==> src/rtl/aes_pkg.sv <==
// Shared AES control definitions: round count, key-index width, decrypt FSM
// states and the per-state strobe decode.
package aes_pkg;

  localparam int NR = 10;
  localparam int KW = 4;

  typedef enum logic [2:0] {
    IDLE  = 3'd0,
    KEXP  = 3'd1,
    LOAD  = 3'd2,
    ROUND = 3'd3,
    LAST  = 3'd4,
    DONE  = 3'd5
  } dec_state_t;

  typedef struct packed {
    logic genk;
    logic ld_blk;
    logic ark;
    logic inv_mix;
    logic rnd_en;
    logic busy;
    logic done;
  } dec_ctl_t;

  function automatic dec_ctl_t ctl_decode(input dec_state_t s);
    dec_ctl_t c;
    c         = '0;
    c.genk    = (s == KEXP);
    c.ld_blk  = (s == LOAD);
    c.ark     = (s == LOAD);
    c.inv_mix = (s == ROUND);
    c.rnd_en  = (s == LOAD) || (s == ROUND) || (s == LAST);
    c.busy    = (s == KEXP) || (s == LOAD) || (s == ROUND) || (s == LAST);
    c.done    = (s == DONE);
    return c;
  endfunction

endpackage

==> src/rtl/aes_dec_cu_if.sv <==
// Request/strobe bundle between the decrypt control unit and its datapath/key store.
interface aes_dec_cu_if #(
  parameter int KW = aes_pkg::KW
) ();
  logic          start;
  logic          key_new;
  logic          genk;
  logic [KW-1:0] kidx;
  logic          ld_blk;
  logic          ark;
  logic          inv_mix;
  logic          rnd_en;
  logic          busy;
  logic          done;
  logic          keys_valid;

  modport master (
    output start, key_new,
    input  genk, kidx, ld_blk, ark, inv_mix, rnd_en, busy, done, keys_valid
  );

  modport slave (
    input  start, key_new,
    output genk, kidx, ld_blk, ark, inv_mix, rnd_en, busy, done, keys_valid
  );
endinterface

==> src/rtl/aes_round_ctr.sv <==
// Loadable up/down round-key index counter with a compare-to-value terminal flag.
module aes_round_ctr #(
  parameter int KW = 4
) (
  input  logic          clk,
  input  logic          rst,
  input  logic          ld,
  input  logic [KW-1:0] ld_val,
  input  logic          up,
  input  logic          en,
  input  logic [KW-1:0] tc_val,
  output logic [KW-1:0] cnt,
  output logic          tc
);
  logic [KW-1:0] cnt_reg;

  // Load has priority so a new sequence can restart the index mid-count.
  always_ff @(posedge clk) begin
    if (rst) begin
      cnt_reg <= '0;
    end else if (ld) begin
      cnt_reg <= ld_val;
    end else if (en) begin
      cnt_reg <= up ? cnt_reg + KW'(1) : cnt_reg - KW'(1);
    end
  end

  assign cnt = cnt_reg;
  assign tc  = (cnt_reg == tc_val);
endmodule

==> src/rtl/aes_dec_cu.sv <==
// AES-128 inverse-cipher sequencer: optional key expansion, then round keys
// applied from rk[NR] down to rk[0]; the schedule is reused until key_new.
module aes_dec_cu import aes_pkg::*; #(
  parameter int NR = aes_pkg::NR,
  parameter int KW = aes_pkg::KW
) (
  input  logic        clk,
  input  logic        rst,
  aes_dec_cu_if.slave bus
);
  localparam logic [KW-1:0] K_NR  = KW'(NR);
  localparam logic [KW-1:0] K_ONE = KW'(1);

  dec_state_t    state_reg, state_next;
  dec_ctl_t      ctl_reg;
  logic          keys_valid_reg, keys_valid_next;
  logic          ctr_ld, ctr_up, ctr_en, ctr_tc, accept;
  logic [KW-1:0] ctr_ld_val, ctr_tc_val, ctr_cnt;

  aes_round_ctr #(.KW(KW)) u_ctr (
    .clk    (clk),
    .rst    (rst),
    .ld     (ctr_ld),
    .ld_val (ctr_ld_val),
    .up     (ctr_up),
    .en     (ctr_en),
    .tc_val (ctr_tc_val),
    .cnt    (ctr_cnt),
    .tc     (ctr_tc)
  );

  assign accept = bus.start && (state_reg == IDLE || state_reg == DONE);

  always_comb begin
    state_next      = state_reg;
    keys_valid_next = keys_valid_reg;
    ctr_ld          = 1'b0;
    ctr_ld_val      = K_NR;
    ctr_up          = 1'b0;
    ctr_en          = 1'b0;
    // Expansion stops at rk[NR]; the inverse rounds stop after rk[1].
    ctr_tc_val      = (state_reg == KEXP) ? K_NR : K_ONE;
    case (state_reg)
      IDLE, DONE: begin
        state_next = IDLE;
        if (accept) begin
          ctr_ld = 1'b1;
          if (bus.key_new || !keys_valid_reg) begin
            state_next      = KEXP;
            ctr_ld_val      = K_ONE;
            keys_valid_next = 1'b0;
          end else begin
            state_next = LOAD;
          end
        end
      end
      KEXP: begin
        if (ctr_tc) begin
          state_next      = LOAD;
          ctr_ld          = 1'b1;
          keys_valid_next = 1'b1;
        end else begin
          ctr_en = 1'b1;
          ctr_up = 1'b1;
        end
      end
      LOAD: begin
        state_next = ROUND;
        ctr_en     = 1'b1;
      end
      ROUND: begin
        ctr_en = 1'b1;
        if (ctr_tc) state_next = LAST;
      end
      LAST:    state_next = DONE;
      default: state_next = IDLE;
    endcase
  end

  // Strobes are decoded from the next state so they line up with state_reg.
  always_ff @(posedge clk) begin
    if (rst) begin
      state_reg      <= IDLE;
      keys_valid_reg <= 1'b0;
      ctl_reg        <= '0;
    end else begin
      state_reg      <= state_next;
      keys_valid_reg <= keys_valid_next;
      ctl_reg        <= ctl_decode(state_next);
    end
  end

  assign bus.genk       = ctl_reg.genk;
  assign bus.kidx       = ctr_cnt;
  assign bus.ld_blk     = ctl_reg.ld_blk;
  assign bus.ark        = ctl_reg.ark;
  assign bus.inv_mix    = ctl_reg.inv_mix;
  assign bus.rnd_en     = ctl_reg.rnd_en;
  assign bus.busy       = ctl_reg.busy;
  assign bus.done       = ctl_reg.done;
  assign bus.keys_valid = keys_valid_reg;
endmodule

==> src/flat_wrapper.sv <==
// flat-port wrapper written by rule: the top's interface ports become plain ports
module aes_dec_cu_flat import aes_pkg::*;
#(
  parameter int NR = aes_pkg::NR,
  parameter int KW = aes_pkg::KW
)
  (clk, rst, bus_start, bus_key_new, bus_genk, bus_kidx, bus_ld_blk, bus_ark, bus_inv_mix, bus_rnd_en, bus_busy, bus_done, bus_keys_valid);
  aes_dec_cu_if #(.KW(KW)) bus_i ();
  input  logic clk;
  input  logic rst;
  input wire logic [$bits(bus_i.start)-1:0] bus_start;
  input wire logic [$bits(bus_i.key_new)-1:0] bus_key_new;
  output wire logic [$bits(bus_i.genk)-1:0] bus_genk;
  output wire logic [$bits(bus_i.kidx)-1:0] bus_kidx;
  output wire logic [$bits(bus_i.ld_blk)-1:0] bus_ld_blk;
  output wire logic [$bits(bus_i.ark)-1:0] bus_ark;
  output wire logic [$bits(bus_i.inv_mix)-1:0] bus_inv_mix;
  output wire logic [$bits(bus_i.rnd_en)-1:0] bus_rnd_en;
  output wire logic [$bits(bus_i.busy)-1:0] bus_busy;
  output wire logic [$bits(bus_i.done)-1:0] bus_done;
  output wire logic [$bits(bus_i.keys_valid)-1:0] bus_keys_valid;
  assign bus_i.start = bus_start;
  assign bus_i.key_new = bus_key_new;
  assign bus_genk = bus_i.genk;
  assign bus_kidx = bus_i.kidx;
  assign bus_ld_blk = bus_i.ld_blk;
  assign bus_ark = bus_i.ark;
  assign bus_inv_mix = bus_i.inv_mix;
  assign bus_rnd_en = bus_i.rnd_en;
  assign bus_busy = bus_i.busy;
  assign bus_done = bus_i.done;
  assign bus_keys_valid = bus_i.keys_valid;
  aes_dec_cu #(.NR(NR), .KW(KW)) u_core (.clk(clk), .rst(rst), .bus(bus_i));
endmodule
==> config.mk <==
export PLATFORM = sky130hd
export DESIGN_NAME = aes_dec_cu_flat
export DESIGN_NICKNAME = d
export VERILOG_FILES = /design/src/rtl/aes_pkg.sv /design/src/rtl/aes_dec_cu_if.sv /design/src/rtl/aes_round_ctr.sv /design/src/rtl/aes_dec_cu.sv /design/src/flat_wrapper.sv
export SDC_FILE = /design/constraint.sdc
export NUM_CORES = 1
export LEC_CHECK = 0
export CAP_MARGIN = 25
export CORE_ASPECT_RATIO = 1.2
export CORE_MARGIN = 8
export CORE_UTILIZATION = 40
export CTS_CLUSTER_DIAMETER = 120
export DETAILED_ROUTE_END_ITERATION = 16
export GPL_ROUTABILITY_DRIVEN = 0
export SLEW_MARGIN = 15
export SYNTH_ARGS = -nofsm -noshare
export SYNTH_HDL_FRONTEND = slang
export SYNTH_SLANG_ARGS = --single-unit
==> constraint.sdc <==
create_clock -name clk -period 2.8 [get_ports clk]
set_input_delay 0.56 -clock clk [delete_from_list [all_inputs] [get_ports clk]]
set_output_delay 0.56 -clock clk [all_outputs]
set_load 0.05 [all_outputs]
==> flow_summary.ini, run 1 <==
[run_status]
outcome = finished clean

[timing]
rsz0062_at_grt = false
fmax_mhz = 455.8
fin_tns_setup_ns = 0
fin_skew_ns = 0.002585
setup_viol = 0
period_share_pct = 78.36
slew_violations = 0
worstMarginPinSlew_ns = 0.5254
fin_crit_ns = 2.194
whs_ns = 0.5127
hold_violations = 0
relSlewSlack_pct = 64.86

[place]
placedInstanceArea_sq_um = 938.4
port-buffer-count = 15
hpwl_microns = 1308

[die]
row_count = 17
design.core.area_sq_um = 1851
pin_count = 16
die_area_sq_um = 3657
start_util_pct = 42.66
die_y_microns = 64.67
die_w_microns = 56.56

[clocking]
cts_resized = 0
cts_tree = done
clk_latency_ns = 0.27
cts.sinks = 14
clk_path_buf_depth = 2
htree_levels = 1
cts-root-buf = clkbuf_4
cts_setup_buffers = 0
cts_hold_buf = 0
cts_buffers = 3
cts.clk_slew.worst_paths_ns = 0.08

[worst_setup_path]
crit_family = buffers and inverters
critical_path.max_fanout = 7
end_kind = primary output
cp_slowest_cell = clkdlybuf4s50_1
cp.required_ns = 2.24
start_kind = register
slowest_delay_ns = 0.87
crit_buf_inv = 1
worst-setup-path-type = register to primary output
arrival_ns = 1.63
cp_cell_sequence = clkdlybuf4s50_1

[grt]
grt.total_usage_pct = 9.184
antenna_found_initial = 0
gr-total-overflow = 0
grt_pass1_wl_microns = 2829
grt_max_degree = 17
grt_pass1_vias = 658

[yosys]
synth_area_sq_um = 789.5
yosysSeqAreaShare_pct = 35.50
synth_edf_count = 0
ys_warn_count = 0
syn_nets = 98
yosys.area.top_type_share_pct = 35.50
netlist_instances = 91
ys_types = 36
synth_most_common_cell = dfxtp_1
ys_ff_latch = 14
synth_largest_area_cell = dfxtp_1
avgSynthCellArea_sq_um = 8.676
synth_top_flop_cell = dfxtp_1
synth_area_leaders = dfxtp_1, a21oi_1, nor2_1
yosys-top-cells-count = dfxtp_1, nor2_1, a21oi_1
ys_async_sr_fraction_pct = 0

[cells_and_area]
fin_nets = 114
syn_to_final_growth_pct = 21.71
fillCellCount = 186
drive_above_1_share_pct = 12.38
diodes = 0
largest_reg_flops = 4
finalInstanceArea_sq_um = 960.9

[power_and_ir_drop]
leakage_uw = 0.0003623
p_per_area_nw_per_um2 = 487.9
peakVddDrop_mv = 0.2531

[detailed_routing]
first_iter_violations = 12
vias = 685
wl_per_cell_microns = 13.57
postRouteWirelength_microns = 1683
drcViolationCount = 0
ant_nets = 0
vias_per_cell = 5.524
dr.pass1.iters = 4

[run]
drv_cap = 0

[min_path]
holdCritPathClass = register to register
==> metal layers <==
metal	routed length [microns]	track usage, %	vias up
li1	-	-	349
met1	815	10.65	319
met2	772	15.38	14
met3	77	3.314	3
met4	17	2.711	0
met5	0	0	-
==> worst paths after layout <==
| kind | slack (ns) | startpoint | cells past startpoint | end |
|---|---|---|---|---|
| min reg2reg | 0.51 | u_core.bus.keys_valid$_SDFFE_PP0P_ | 2 | u_core.bus.keys_valid$_SDFFE_PP0P_ |
| max | 0.61 | u_core.u_ctr.cnt[0]$_SDFFE_PP0P_ | 1 | bus_kidx[0] |
| max reg2reg | 0.62 | u_core.state_reg[1]$_SDFF_PP0_ | 7 | u_core.u_ctr.cnt[3]$_SDFFE_PP0P_ |
| min | 0.51 | u_core.bus.keys_valid$_SDFFE_PP0P_ | 2 | u_core.bus.keys_valid$_SDFFE_PP0P_ |
==> logic make-up (layout without fill, tap and decap cells) <==
family	after synthesis	in the layout	share of synthesized area (%)
AOI/OAI and AO/OA	25	25	20.28
xor gates and xnor gates	3	3	3.329
adders and majority gates	3	3	5.705
buffers and inverters	13	27	8.399
DFF	14	14	35.50
muxes	1	1	1.268
and+or+nand+nor	32	32	25.52
==> per-stage QoR <==
step	util (%)	total power, uW	worst slack, ns	instances
CTS	51.93	473.8	0.5907	124
global placement	50.71	362.0	0.6365	121
global route	51.93	493.3	0.4557	124
detailed placement	50.71	363.3	0.6579	121
floorplan	-	325.2	0.6869	91
finish	51.93	468.8	0.6060	124
==> layout by cell type, fill, tap and decap left out, drive strengths merged, types with 2 or more instances in the layout <==
cell,instances
o21ai,5
a211oi,3
nand2,5
dfxtp,14
a21oi,9
nand2b,3
inv,7
or3,2
nor2,12
xor2,2
nor3,2
clkbuf,3
o31ai,2
clkdlybuf4s50,15
nor4,2
buf,2
ha,2
==> power by group <==
| group | internal [uW] | switching, uW |
|---|---|---|
| registers | 210 | 14.1 |
| logic | 55.4 | 78.6 |
| clock network | 49.8 | 61.1 |
==> cell type report <==
class                           count  area [sq um]  area share [%]
Multi-Input combinational cell     64         442.9           46.09
Clock buffer                        3         22.52           2.344
Inverter                            7         26.28           2.734
Timing Repair Buffer               17         165.2           17.19
Sequential cell                    14         280.3           29.17
Tap cell                           19         23.77           2.474
No activity file was read; power rests on OpenSTA's default activity.
==> run 2: changes to the inputs <==
- PLACE_DENSITY: default -> 0.67
- clock period: 2.8 -> 1.8 ns (I/O delays scaled with it)
==> flow_summary.ini, run 2 (synthesis gave the netlist of run 1 again) <==
[timing]
relSlewSlack_pct = 73.14
hold_violations = 0
worstMarginPinSlew_ns = 0.3996
setup_viol = 0
rsz0062_at_grt = false
slew_violations = 0
fmax_mhz = 578.7
period_share_pct = 96.00
fin_crit_ns = 1.728
fin_skew_ns = 0.009590
setup_slack_ns = 0.07207

[grt]
grt_max_degree = 17
grt_pass1_vias = 759
gr-total-overflow = 0
grt.total_usage_pct = 10.40
grt_pass1_wl_microns = 3160
antenna_found_initial = 0

[detailed_routing]
ant_nets = 0
postRouteWirelength_microns = 1796
first_iter_violations = 7
wl_per_cell_microns = 13.50
dr.pass1.iters = 4
vias_per_cell = 5.361
vias = 713
drcViolationCount = 0

[cells_and_area]
largest_reg_flops = 4
fin_nets = 122
final_common_cell = buf_4
syn_to_final_growth_pct = 33.12
finalInstanceArea_sq_um = 1051
layout_common_cells = buf_4, nor2_1, dfxtp_1
drive_above_1_share_pct = 38.60
diodes = 0

[worst_setup_path]
arrival_ns = 1.90
start_kind = register
cp.required_ns = 1.97
worst-setup-path-type = register to register
end_kind = register
critical_path.max_fanout = 3

[clocking]
cts_buffers = 3
clk_path_buf_depth = 2
cts.sinks = 14
cts.clk_slew.worst_paths_ns = 0.09
cts-root-buf = clkbuf_4
cts_setup_buffers = 0
cts_tree = done
htree_levels = 1
clk_latency_ns = 0.28

[die]
row_count = 17
die_w_microns = 56.56
die_y_microns = 64.67
start_util_pct = 42.66
die_area_sq_um = 3657
pin_count = 16
design.core.area_sq_um = 1851

[run]
drv_cap = 0

[power_and_ir_drop]
p_total_uw = 808.7
p_per_area_nw_per_um2 = 769.4
leakage_uw = 0.0004363
peakVddDrop_mv = 0.3802

[place]
pre_cts_slack_ns = -0.05828
placedInstanceArea_sq_um = 988.4
hpwl_microns = 1442
port-buffer-count = 15

[run_status]
outcome = finished clean

[min_path]
holdCritPathClass = register to register
-- run 2: changes by cell type in the layout (fill, tap and decap cells not counted), moves of 2 or more --
| cell | previous run | this run |
|---|---|---|
| dfxtp_1 | 14 | 9 |
| dfxtp_4 | 0 | 3 |
| buf_4 | 2 | 22 |
| clkdlybuf4s50_1 | 15 | 3 |
| dfxtp_2 | 0 | 2 |
-- run 2: metal layers --
layer	wire length (microns)	part of all wire, %	track usage [%]	vias up
li1	-	-	-	364
met1	731	41	10.05	330
met2	929	52	18.96	13
met3	85	4.7	2.924	6
met4	48	2.7	6.325	0
met5	0	0	0	-
-- run 2: per-stage QoR --
step / instances / TNS [ns] / utilization, % / hold WS, ns
after floorplan: 91 / 0 / - / 0.4272
after global placement: 129 / -0.1687 / 53.41 / 0.4920
after detailed placement: 129 / -0.2914 / 53.41 / 0.4908
after CTS: 133 / 0 / 56.66 / 0.5126
after global routing: 133 / 0 / 56.80 / 0.5481
final: 133 / 0 / 56.80 / 0.5089
-- run 2: cell type report --
class                   instances  area [sq um]
clock buffers                   4         36.28
fillers                       179         799.5
inverters                       7         26.28
multi-input cells              64         475.5
flip-flops and latches         14         294.0
well taps                      19         23.77
repair buffers                 25         195.2
-- run 2: final timing paths --
kind	start	endpoint	slack [ns]	cells after the start
worst max-delay path	u_core.state_reg[1]$_SDFF_PP0_	u_core.u_ctr.cnt[3]$_SDFFE_PP0P_	0.07	7
worst min-delay path	u_core.bus.keys_valid$_SDFFE_PP0P_	u_core.bus.keys_valid$_SDFFE_PP0P_	0.51	2
worst max register to register	u_core.state_reg[1]$_SDFF_PP0_	u_core.u_ctr.cnt[3]$_SDFFE_PP0P_	0.07	7
worst min register to register	u_core.bus.keys_valid$_SDFFE_PP0P_	u_core.bus.keys_valid$_SDFFE_PP0P_	0.51	2
-- run 2: critical path, cell delays in order, from the launching register on --
cell and delay, ns:
dfxtp_1 0.35, nor3b_4 0.27, nand2_2 0.14, ha_4 0.23, a21o_1 0.18, a21oi_2 0.13, xor2_1 0.08, o41ai_1 0.25
-- run 2: repair_timing --
item                                   in CTS  in global routing
pin swaps                                   4                  4
endpoints found under the hold margin       0                  0
gates resized for setup                     4                  1
hold buffers                                0                  0
setup endpoints to repair                   1                  2
-- run 2: power by group --
| group | internal, uW | total, uW | switching, uW |
|---|---|---|---|
| Sequential | 328 | 343 | 15.2 |
| Clock | 123 | 226 | 103 |
| Combinational | 102 | 240 | 138 |
==> patch 1, RTL diff (flow settings as in run 2) <==
`KW` is set to 4 in 2 places; all go to 3.
--- a/src/rtl/aes_pkg.sv
+++ b/src/rtl/aes_pkg.sv
@@ -3,7 +3,7 @@
 package aes_pkg;
 
   localparam int NR = 10;
-  localparam int KW = 4;
+  localparam int KW = 3;
 
   typedef enum logic [2:0] {
     IDLE  = 3'd0,
--- a/src/rtl/aes_round_ctr.sv
+++ b/src/rtl/aes_round_ctr.sv
@@ -1,6 +1,6 @@
 // Loadable up/down round-key index counter with a compare-to-value terminal flag.
 module aes_round_ctr #(
-  parameter int KW = 4
+  parameter int KW = 3
 ) (
   input  logic          clk,
   input  logic          rst,
Interface: changed (resized bus_kidx); port bits go from 16 to 15. No check against the original RTL was run, so the function may have changed too.
==> patch 1 against run 2 <==
  * Setup slack better by 0.57 ps
  * First-iteration DRC count up 43%
  * Power up 15%
  * Combinational power up 72%
  * Sequential cell count down 1
  * Routed wire length up 3.1%
  * Cell area down 8.1%
  * Area after synthesis down 7.0%
  * Critical endpoint is now u_core.u_ctr.cnt[1]
==> patch 1: results (changes against run 2) <==
STATUS
-------------------------------------------------------------------------------------------------
Result of the run                                                                    finished clean

SYNTH
-------------------------------------------------------------------------------------------------
Leading cell types by count after synthesis                                          sky130_fd_sc_hd__dfxtp_1, sky130_fd_sc_hd__nor2_1, sky130_fd_sc_hd__a21oi_1
Number of instances in the synthesized netlist                                                 85   -6.6%
Synthesized Nets                                                                               90   -8.2%
Adder and majority gate portion of the synthesized area                                     2.73%   -3.0 points
Number of enable-type register cells in the synthesized netlist                                 0   unchanged
Post-synthesis compound-gate area fraction                                                  23.0%   +2.7 points
Multiplexer share of the synthesized area                                                      0%   -1.3 points
Fraction of synthesized cell area in xor and xnor cells                                     1.19%   -2.1 points
Synth area leaders                                                                   sky130_fd_sc_hd__dfxtp_1, sky130_fd_sc_hd__a21oi_1, sky130_fd_sc_hd__nand2b_1
Main synth FF type                                                                   sky130_fd_sc_hd__dfxtp_1
Seq/Total Area, Yosys                                                                       35.4%   -0.065 points
Combinational family with the most area after synthesis                              simple AND/OR/NAND/NOR gates
Number of distinct library cell variants in the gate-level netlist after synthesis             39   +8.3%

POWER AND IR DROP
-------------------------------------------------------------------------------------------------
Leakage                                                                                  0.403 nW   -7.6%
Max IR drop VDD                                                                            499 uV   +31%

CRITICAL PATH
-------------------------------------------------------------------------------------------------
Highest net fanout along the worst path                                                         2   -1
Launch point of the critical path                                                    u_core.u_ctr.cnt[0]
Arrival time of data at the critical path endpoint                                        1880 ps   -20 ps
Launch point of the worst reg-to-reg path                                            u_core.u_ctr.cnt[0]

ROUTING
-------------------------------------------------------------------------------------------------
Final routed wire length divided by cell count                                       14.7 microns   +8.8%
Via count of the routed design                                                                710   -0.42%
Starting DRC count in detailed routing                                                         10   +3

FINAL LAYOUT
-------------------------------------------------------------------------------------------------
Number of fill cells                                                                          177   -1.1%
Layout Cells excl Fill                                                                        126   -5.3%
Layout cells sized above 1                                                                  34.6%   -4.0 points
Final #Nets                                                                                   113   -7.4%

GLOBAL ROUTING
-------------------------------------------------------------------------------------------------
Global-route wire length before repair                                               2960 microns   -6.3%
All-layer global routing usage                                                              11.0%   +0.64 points
Number of global-route vias before repair                                                     687   -9.5%
Number of antenna violations at the first check in global routing                               0   unchanged
Largest net degree at the start of global routing                                              18   +1

STA
-------------------------------------------------------------------------------------------------
Rel. slew slack                                                                             75.7%   +2.6 points
Worst-case clock skew                                                                     5.06 ps   -4.53 ps

PLACE
-------------------------------------------------------------------------------------------------
Port Buf Inserts                                                                               14   -1
Final HPWL DP                                                                        1420 microns   -1.5%
Placed Cells                                                                                  122   -5.4%

HOLD PATH
-------------------------------------------------------------------------------------------------
Class of the most critical hold timing path                                          register to register

CLOCK NETWORK
-------------------------------------------------------------------------------------------------
Level count of the clock H-tree                                                                 1   unchanged
Worst-skew pair later-pin latency                                                          280 ps   about the same

==> patch 1: layout make-up <==
| type | count | area [sq um] | area share (%) |
|---|---|---|---|
| Tap cell | 19 | 23.8 | 2.46 |
| Inverter | 4 | 15.0 | 1.55 |
| Timing Repair Buffer | 26 | 203 | 21.0 |
| Clock buffer | 4 | 26.3 | 2.72 |
| Sequential cell | 13 | 267 | 27.6 |
| Multi-Input combinational cell | 60 | 432 | 44.7 |
==> patch 1: metrics by stage <==
stage	setup WS [ps]	hold slack [ps]	power (W)	TNS, ps	cell area (sq um)
floorplan	-60.2	659	0.000633	-111	759
global placement	-77.0	520	0.000746	-77.0	933
detailed placement	-121	520	0.000754	-152	933
CTS	39.3	542	0.000937	0	960
global route	-29.1	575	0.000983	-29.1	966
finish	72.6	536	0.000934	0	966
==> patch 1: final timing paths <==
path / endpoint / slack, ps / cells past startpoint
worst max-delay path: u_core.u_ctr.cnt[1] / 70 / 6
worst min-delay path: u_core.bus.keys_valid / 540 / 2
worst max register to register: u_core.u_ctr.cnt[1] / 70 / 6
worst min register to register: u_core.bus.keys_valid / 540 / 2
==> patch 1: cell families (layout without fill, tap and decap cells) <==
logic type | count (synthesis) | count (layout)
compound gates | 22 | 22
xor+xnor | 1 | 1
fa+ha+maj | 1 | 1
buf+inv | 12 | 34
flops | 13 | 13
simple gates | 36 | 36
==> patch 1: worst max-delay path, stage by stage (launching register included) <==
cell,delay (ps)
sky130_fd_sc_hd__dfxtp_4,350
sky130_fd_sc_hd__nand2b_4,130
sky130_fd_sc_hd__o211ai_1,230
sky130_fd_sc_hd__fa_2,490
sky130_fd_sc_hd__nand4b_1,180
sky130_fd_sc_hd__o211ai_1,110
sky130_fd_sc_hd__o32ai_1,100
==> patch 1: power by group <==
| part | internal [W] | switching [W] | leakage, nW |
|---|---|---|---|
| Clock | 0.0000860 | 0.0000989 | 0.0150 |
| Combinational | 0.000176 | 0.000236 | 0.281 |
| Sequential | 0.000318 | 0.0000197 | 0.108 |
| Total | 0.000579 | 0.000355 | 0.403 |
==> patch 1: what timing repair did <==
item | CTS | global route
hold buffers | 0 | 0
setup endpoints to repair | 0 | 2
setup buffers | 0 | 0
gates resized for setup | 0 | 1
==> patch 1: routing by layer <==
| layer | track usage, % | up-vias | share of wire, % |
|---|---|---|---|
| met5 | 0 | - | 0 |
| met4 | 4.52 | 0 | 1.5 |
| met3 | 2.14 | 5 | 3.0 |
| met2 | 18.3 | 13 | 50 |
| met1 | 12.9 | 341 | 45 |
| li1 | - | 351 | - |
==> patch 2, RTL diff (flow settings as in run 2) <==
Without the edit above. The 6 states of `dec_state_t` get a Gray code encoding in 3 bits.
--- a/src/rtl/aes_pkg.sv
+++ b/src/rtl/aes_pkg.sv
@@ -6,12 +6,12 @@
   localparam int KW = 4;
 
   typedef enum logic [2:0] {
-    IDLE  = 3'd0,
-    KEXP  = 3'd1,
-    LOAD  = 3'd2,
-    ROUND = 3'd3,
-    LAST  = 3'd4,
-    DONE  = 3'd5
+    IDLE  = 3'b000,
+    KEXP  = 3'b001,
+    LOAD  = 3'b011,
+    ROUND = 3'b010,
+    LAST  = 3'b110,
+    DONE  = 3'b111
   } dec_state_t;
 
   typedef struct packed {
Function: same outputs for any inputs over 10 cycles, from zero or initial values and one cycle with rst high; not proved beyond that.
==> patch 2 against run 2 <==
  * Sequential cell count stayed put
  * Final cell count rose by 1.5%
  * Area after synthesis decreased by 1.7%
  * Routed wire length is 11% higher
  * Cell area is 6.4% higher
  * Count of clock-buffer cells in the layout is the same
  * Setup slack gained 3.3 ps
  * Sequential share of layout area shrank 1.6 points
Power is not compared: it rests on default switching activity, and its combinational part moved more than twofold at a synthesized area within 25%.
==> patch 2: results (changes against run 2) <==
FINAL LAYOUT
-------------------------------------------------------------------------------------------------
Number of fill cells                                                                          165   -7.8%
Final #Nets                                                                                   124   +1.6%
Inverters                                                                                       3   -4
Proportion of cell area occupied by registers                                               26.4%   -1.6 points
Area used by multi-input combinational logic                                            522 sq um   +9.7%
Layout cells sized above 1                                                                  41.4%   +2.8 points

PLACE
-------------------------------------------------------------------------------------------------
Final HPWL DP                                                                        1510 microns   +4.6%
Cell area after placement                                                              1040 sq um   +5.3%

GLOBAL ROUTING
-------------------------------------------------------------------------------------------------
Global-route wire length before repair                                               3320 microns   +5.0%
Largest net degree at the start of global routing                                              15   -2

CRITICAL PATH
-------------------------------------------------------------------------------------------------
Family of cells with the greatest summed delay on the critical path                  simple AND/OR/NAND/NOR gates
Slowest stage cell on the critical path                                              sky130_fd_sc_hd__or3_1
Largest stage delay on the critical path                                                   380 ps   +30 ps

SYNTH
-------------------------------------------------------------------------------------------------
Fraction of synthesized cell area in xor and xnor cells                                     1.13%   -2.2 points
Synthesized Nets                                                                               93   -5.1%
Synth area leaders                                                                   sky130_fd_sc_hd__dfxtp_1, sky130_fd_sc_hd__nor2_1, sky130_fd_sc_hd__a21oi_1
Seq/Total Area, Yosys                                                                       36.1%   +0.63 points
Number of distinct library cell variants in the gate-level netlist after synthesis             38   +5.6%
Multiplexer share of the synthesized area                                                      0%   -1.3 points

STA
-------------------------------------------------------------------------------------------------
Rel. slew slack                                                                             76.8%   +3.7 points
WHS                                                                                        512 ps   +2.66 ps
Worst-case clock skew                                                                     4.03 ps   -5.56 ps

CLOCK NETWORK
-------------------------------------------------------------------------------------------------
Postcts setup bufs                                                                              1   +1

STATUS
-------------------------------------------------------------------------------------------------
Result of the run                                                                    finished clean

ROUTING
-------------------------------------------------------------------------------------------------
Via-to-Cell Ratio                                                                            5.53   +3.1%

-- patch 2: changes by cell type in the layout (fill, tap and decap cells not counted), sizes merged, moves of 3 or more --
cell,delta
o22ai,+4
nand3,+3
nand3b,+3
nand2b,-3
inv,-4
a21oi,-4
buf,+6
-- patch 2: routing by layer --
metal  up-vias  wire length [microns]  GRT usage (%)
met2        12                    978           18.9
met4         0                     20           5.12
li1        378                      -              -
met1       354                    900           12.3
met5         -                      0              0
met3         2                     92           3.56
-- patch 2: through the flow --
step / std cells / power [W] / setup slack [ps] / util [%]
detailed placement: 130 / 0.000826 / -120 / 56.9
finish: 135 / 0.00106 / 75.3 / 61.1
CTS: 135 / 0.00103 / 5.56 / 59.6
global placement: 130 / 0.000819 / -78.0 / 56.9
floorplan: 86 / 0.000677 / 3.30 / -
global route: 135 / 0.00112 / 15.0 / 61.1
-- patch 2: worst min-delay path: cells and delay by family, from the launching register on --
kind,cells,cell delay (ps)
AO/OA/AOI/OAI,1,60
flip-flops,1,350
AND/OR/NAND/NOR,1,60
